==> src/rtl/fifo_n.sv <==
// fifo_n: parametrised synchronous FIFO using all DEPTH slots, with occupancy and almost-full status.
// Optional macro FIFO_N_FULL_PASS_EN lets an enqueue fire while full when a dequeue fires in the same cycle.
module fifo_n #(
  parameter int WIDTH       = 96,
  parameter int DEPTH       = 4,
  parameter int AFULL_LEVEL = DEPTH - 1
) (
  input  logic                         CLK,
  input  logic                         nRST,
  input  logic                         in_enq__ENA,
  input  logic [WIDTH-1:0]             in_enq_v,
  output logic                         in_enq__RDY,
  input  logic                         out_deq__ENA,
  output logic                         out_deq__RDY,
  output logic [WIDTH-1:0]             out_first,
  output logic                         out_first__RDY,
  output logic [$clog2(DEPTH+1)-1:0]   status_count,
  output logic                         status_afull
);

  localparam int AW = $clog2(DEPTH);
  localparam int CW = $clog2(DEPTH + 1);
  localparam logic [CW-1:0] FULL_CNT  = CW'(DEPTH);
  localparam logic [CW-1:0] AFULL_CNT = CW'(AFULL_LEVEL);

  logic [WIDTH-1:0] mem [DEPTH];
  logic [AW-1:0]    rindex;
  logic [AW-1:0]    windex;
  logic [CW-1:0]    count;
  logic             enq_fire;
  logic             deq_fire;

  // Handshake: a method fires in a cycle where its ENA and RDY are both high at the
  // rising edge; an ENA with RDY low is silently ignored. RDY never waits on ENA,
  // except the optional full-pass path from out_deq__ENA to in_enq__RDY.
  assign out_deq__RDY   = (count != '0);
  assign out_first__RDY = (count != '0);
`ifdef FIFO_N_FULL_PASS_EN
  assign in_enq__RDY    = (count != FULL_CNT) | out_deq__ENA;
`else
  assign in_enq__RDY    = (count != FULL_CNT);
`endif

  assign enq_fire = in_enq__ENA & in_enq__RDY;
  assign deq_fire = out_deq__ENA & out_deq__RDY;

  assign out_first    = mem[rindex];
  assign status_count = count;
  assign status_afull = (count >= AFULL_CNT);

  // When full-pass fires, windex == rindex: the head is read combinationally
  // this cycle and the same slot is overwritten at the edge.
  always_ff @(posedge CLK or negedge nRST) begin
    if (!nRST) begin
      rindex <= '0;
      windex <= '0;
      count  <= '0;
      for (int i = 0; i < DEPTH; i++) begin
        mem[i] <= '0;
      end
    end else begin
      if (enq_fire) begin
        mem[windex] <= in_enq_v;
        windex      <= windex + 1'b1;
      end
      if (deq_fire) begin
        rindex <= rindex + 1'b1;
      end
      case ({enq_fire, deq_fire})
        2'b10:   count <= count + 1'b1;
        2'b01:   count <= count - 1'b1;
        default: count <= count;
      endcase
    end
  end

endmodule

==> config.mk <==
export PLATFORM = sky130hd
export DESIGN_NAME = fifo_n
export DESIGN_NICKNAME = d
export VERILOG_FILES = /design/src/rtl/fifo_n.sv
export SDC_FILE = /design/constraint.sdc
export NUM_CORES = 1
export LEC_CHECK = 0
export CAP_MARGIN = 20
export CORE_ASPECT_RATIO = 0.6
export CORE_UTILIZATION = 45
export DETAILED_ROUTE_END_ITERATION = 10
export PLACE_DENSITY = 0.7
export SLEW_MARGIN = 25
export SYNTH_ARGS = -nofsm -noshare
export SYNTH_HDL_FRONTEND = slang
export SYNTH_SLANG_ARGS = --single-unit
==> constraint.sdc <==
create_clock -name CLK -period 5.25 [get_ports CLK]
set_input_delay 0.525 -clock CLK [delete_from_list [all_inputs] [get_ports CLK]]
set_output_delay 0.525 -clock CLK [all_outputs]
set_load 0.005 [all_outputs]
==> results.cfg <==
[cts]
insertion_delay_ps = 530
cts_tree = yes
cts.clk_slew.worst_paths_ps = 60
postCtsSetupBuffers = 0
cts_root_buf = clkbuf_16
cts_resized = 0
postCtsHoldBufs = 0
cts_inserted_buffers = 38
clockBufferDepth = 3
clock_sinks = 391
htree_levels = 2

[floorplan]
fp-row-count = 55
die_area_mm2 = 0.03991
start_util_pct = 46.14
core_area_mm2 = 0.03812
die_h_um = 155.1
pin_count = 203
die_w_um = 257.2

[routing]
vias = 9121
met3_wirelength_mm = 1.698
first_iter_violations = 512
detail_route.wl_per_cell_um = 21.69
ant_nets = 0
routed.top_layer = met5
drt-vias-per-instance = 5.375
drc = 0
met2_length_mm = 16.79
m1WireLength_mm = 17.74
wl_mm = 36.80
dr.pass1.iters = 4

[global_route]
grt_use_total_pct = 19.23
grt_remaining_overflow = 0
grt_antenna_before_repair = 2
grt_max_degree = 153
grt_pass1_wl_mm = 60.31
grt_pass1_vias = 10285

[yosys]
synthesis.area_mm2 = 0.01759
synth_fp_nets = 1075
ys_ff_latch = 391
syn-instance-count = 969
synth_top_area_share_pct = 55.63
syn-mean-instance-area_um2 = 18.15
synth_top_flop_cell = dfrtp_1
synth-adder-area-share_pct = 0.4695
yosys.area_share.simple_pct = 0.2916
async_flop_share_pct = 100.0
synthMuxAreaShare_pct = 40.41
synth_most_common_cell = dfrtp_1
synth_compound_area_share_pct = 0.09247
synth_edf_count = 0
synth_commonest_cells = dfrtp_1 (391), mux2_2 (225), mux2_4 (160), mux4_2 (96), buf_2 (29)
synthTopCellsByArea = dfrtp_1 (56%), mux2_2 (14%), mux2_4 (14%), mux4_2 (12%), buf_6 (1.5%)
seq_area_frac_synth_pct = 55.63
yosysTopAreaCell = dfrtp_1
ys_warn_count = 0
synth_top_family_by_area = multiplexers
synth_xor_area_share_pct = 0.2988
yosysUniqueCellTypes = 22

[timing]
tightest_slew_ps = 965.6
final.period_utilization_pct = 65.85
period_needed_ps = 3457
clock-skew-final_ps = 6.018
rsz0062_at_grt = no
setup-tns-final_ps = 0
fin_hold_ws_ps = 0.06295
slew_headroom_pct = 35.63
drv_slew = 0
fmax_ghz = 0.2893
setup_viol = 0
hold_viol_final = 0

[run]
maxCapViolCount = 0

[critical_path]
critPathMaxStageDelay_ps = 1060
cp_cell_sequence = buf_4 -> mux4_2 -> clkdlybuf4s50_1
path_class = reg2out
crit_family = flip-flops
required_ps = 4720
startpoint_type = flop
endpoint_kind = output port
cp_max_fo = 61
critPathArrivalTime_ps = 2930
crit_buf_inv = 2
crit_path_top_delay_cell = dfrtp_4

[placed_design]
dp_cells = 1627
dpl.hpwl_mm = 22.20
gp_congestion = 0.7252
port-buffer-count = 202

[cells_and_area]
final_cells = 1697
area_growth_pct = 21.01
drive_above_1_share_pct = 47.51
fillers = 2954
nNetsFinal = 1260

[pwr]
powerDensity_mw_per_mm2 = 704.4
peakVddDrop_uv = 375.4
power_leakage_uw = 0.008867

[status]
outcome = finished, final reports clean

[hold_path]
hp-class = in2async
state kept, by name (all words and copies together), names as in the netlist:
register and flops:
mem 384, rindex 2, status_count 3, windex 2
per-stage QoR:
stage | total power (µW) | setup slack, ps | area (µm²) | utilization (%)
global route | 15870 | 1619 | 21280 | 55.83
CTS | 15210 | 1722 | 21280 | 55.83
global placement | 12170 | 2286 | 19970 | 52.39
finish | 14990 | 1793 | 21290 | 55.83
detailed placement | 12340 | 2299 | 20000 | 52.46
floorplan | 9602 | 3070 | 17590 | -
cells by family (layout without fill, tap and decap cells):
| logic type | after synthesis | count (layout) |
|---|---|---|
| multiplexers | 482 | 482 |
| flip-flops | 391 | 391 |
| buffers and inverters | 73 | 287 |
| AND/OR/NAND/NOR | 9 | 9 |
| adder cells (fa/ha/maj) | 6 | 6 |
| XOR/XNOR | 6 | 6 |
| AO/OA/AOI/OAI | 2 | 2 |
| other | 0 | 1 |
report_power, final:
group	internal (µW)	leakage, µW	switching, µW	total, µW
Clock	1630	0.000634	1150	2780
Combinational	4540	0.00360	2120	6660
Sequential	4580	0.00463	970	5550
metal layers:
layer / vias to the layer above / GRT usage (%)
li1: 3981 / -
met1: 4934 / 28.42
met2: 155 / 29.37
met3: 49 / 4.008
met4: 2 / 4.110
met5: - / 0
cell type report:
cell class	instances	area (µm²)	area share, %
antenna	1	2.502	0.01176
clock buffer	57	1164	5.467
clock inverter	12	118.9	0.5584
inverter	5	18.77	0.08817
multi-input combinational	505	7331	34.44
sequential	391	9792	46.00
tap	513	641.9	3.016
timing repair buffer	213	2217	10.42
cells in the final DEF, fill, tap and decap left out, drive strengths merged:
cell and n:
dfrtp 391, mux2 385, clkdlybuf4s50 201, mux4 96, clkbuf 57, buf 12
clkinv 7, inv 6, ha 5, and3 4, xor2 3, xnor2 3
nand2 2, bufinv 2, clkinvlp 2, diode 1, or3b 1, o31a 1
a21o 1, or3 1, mux2i 1, nor2 1, fa 1
path summary, 6_finish.rpt:
| kind | start | to | slack, ps | cells past startpoint |
|---|---|---|---|---|
| worst max-delay path | rindex[1] | out_first[61] | 1790 | 3 |
| worst min-delay path | nRST | mem[281] | 0.06 | 1 |
| worst max register to register | status_count[2] | mem[119] | 2720 | 4 |
| worst min register to register | mem[144] | mem[144] | 500 | 1 |
| max in group asynchronous | nRST | mem[339] | 3880 | 2 |
| min in group CLK | mem[144] | mem[144] | 500 | 1 |
worst register-to-register path, stage by stage (launching register included):
cell     delay, ps
dfrtp_1        430
or3b_1         290
and3_4         840
buf_12         440
mux2_2         410
No activity file was read; power rests on OpenSTA's default activity.
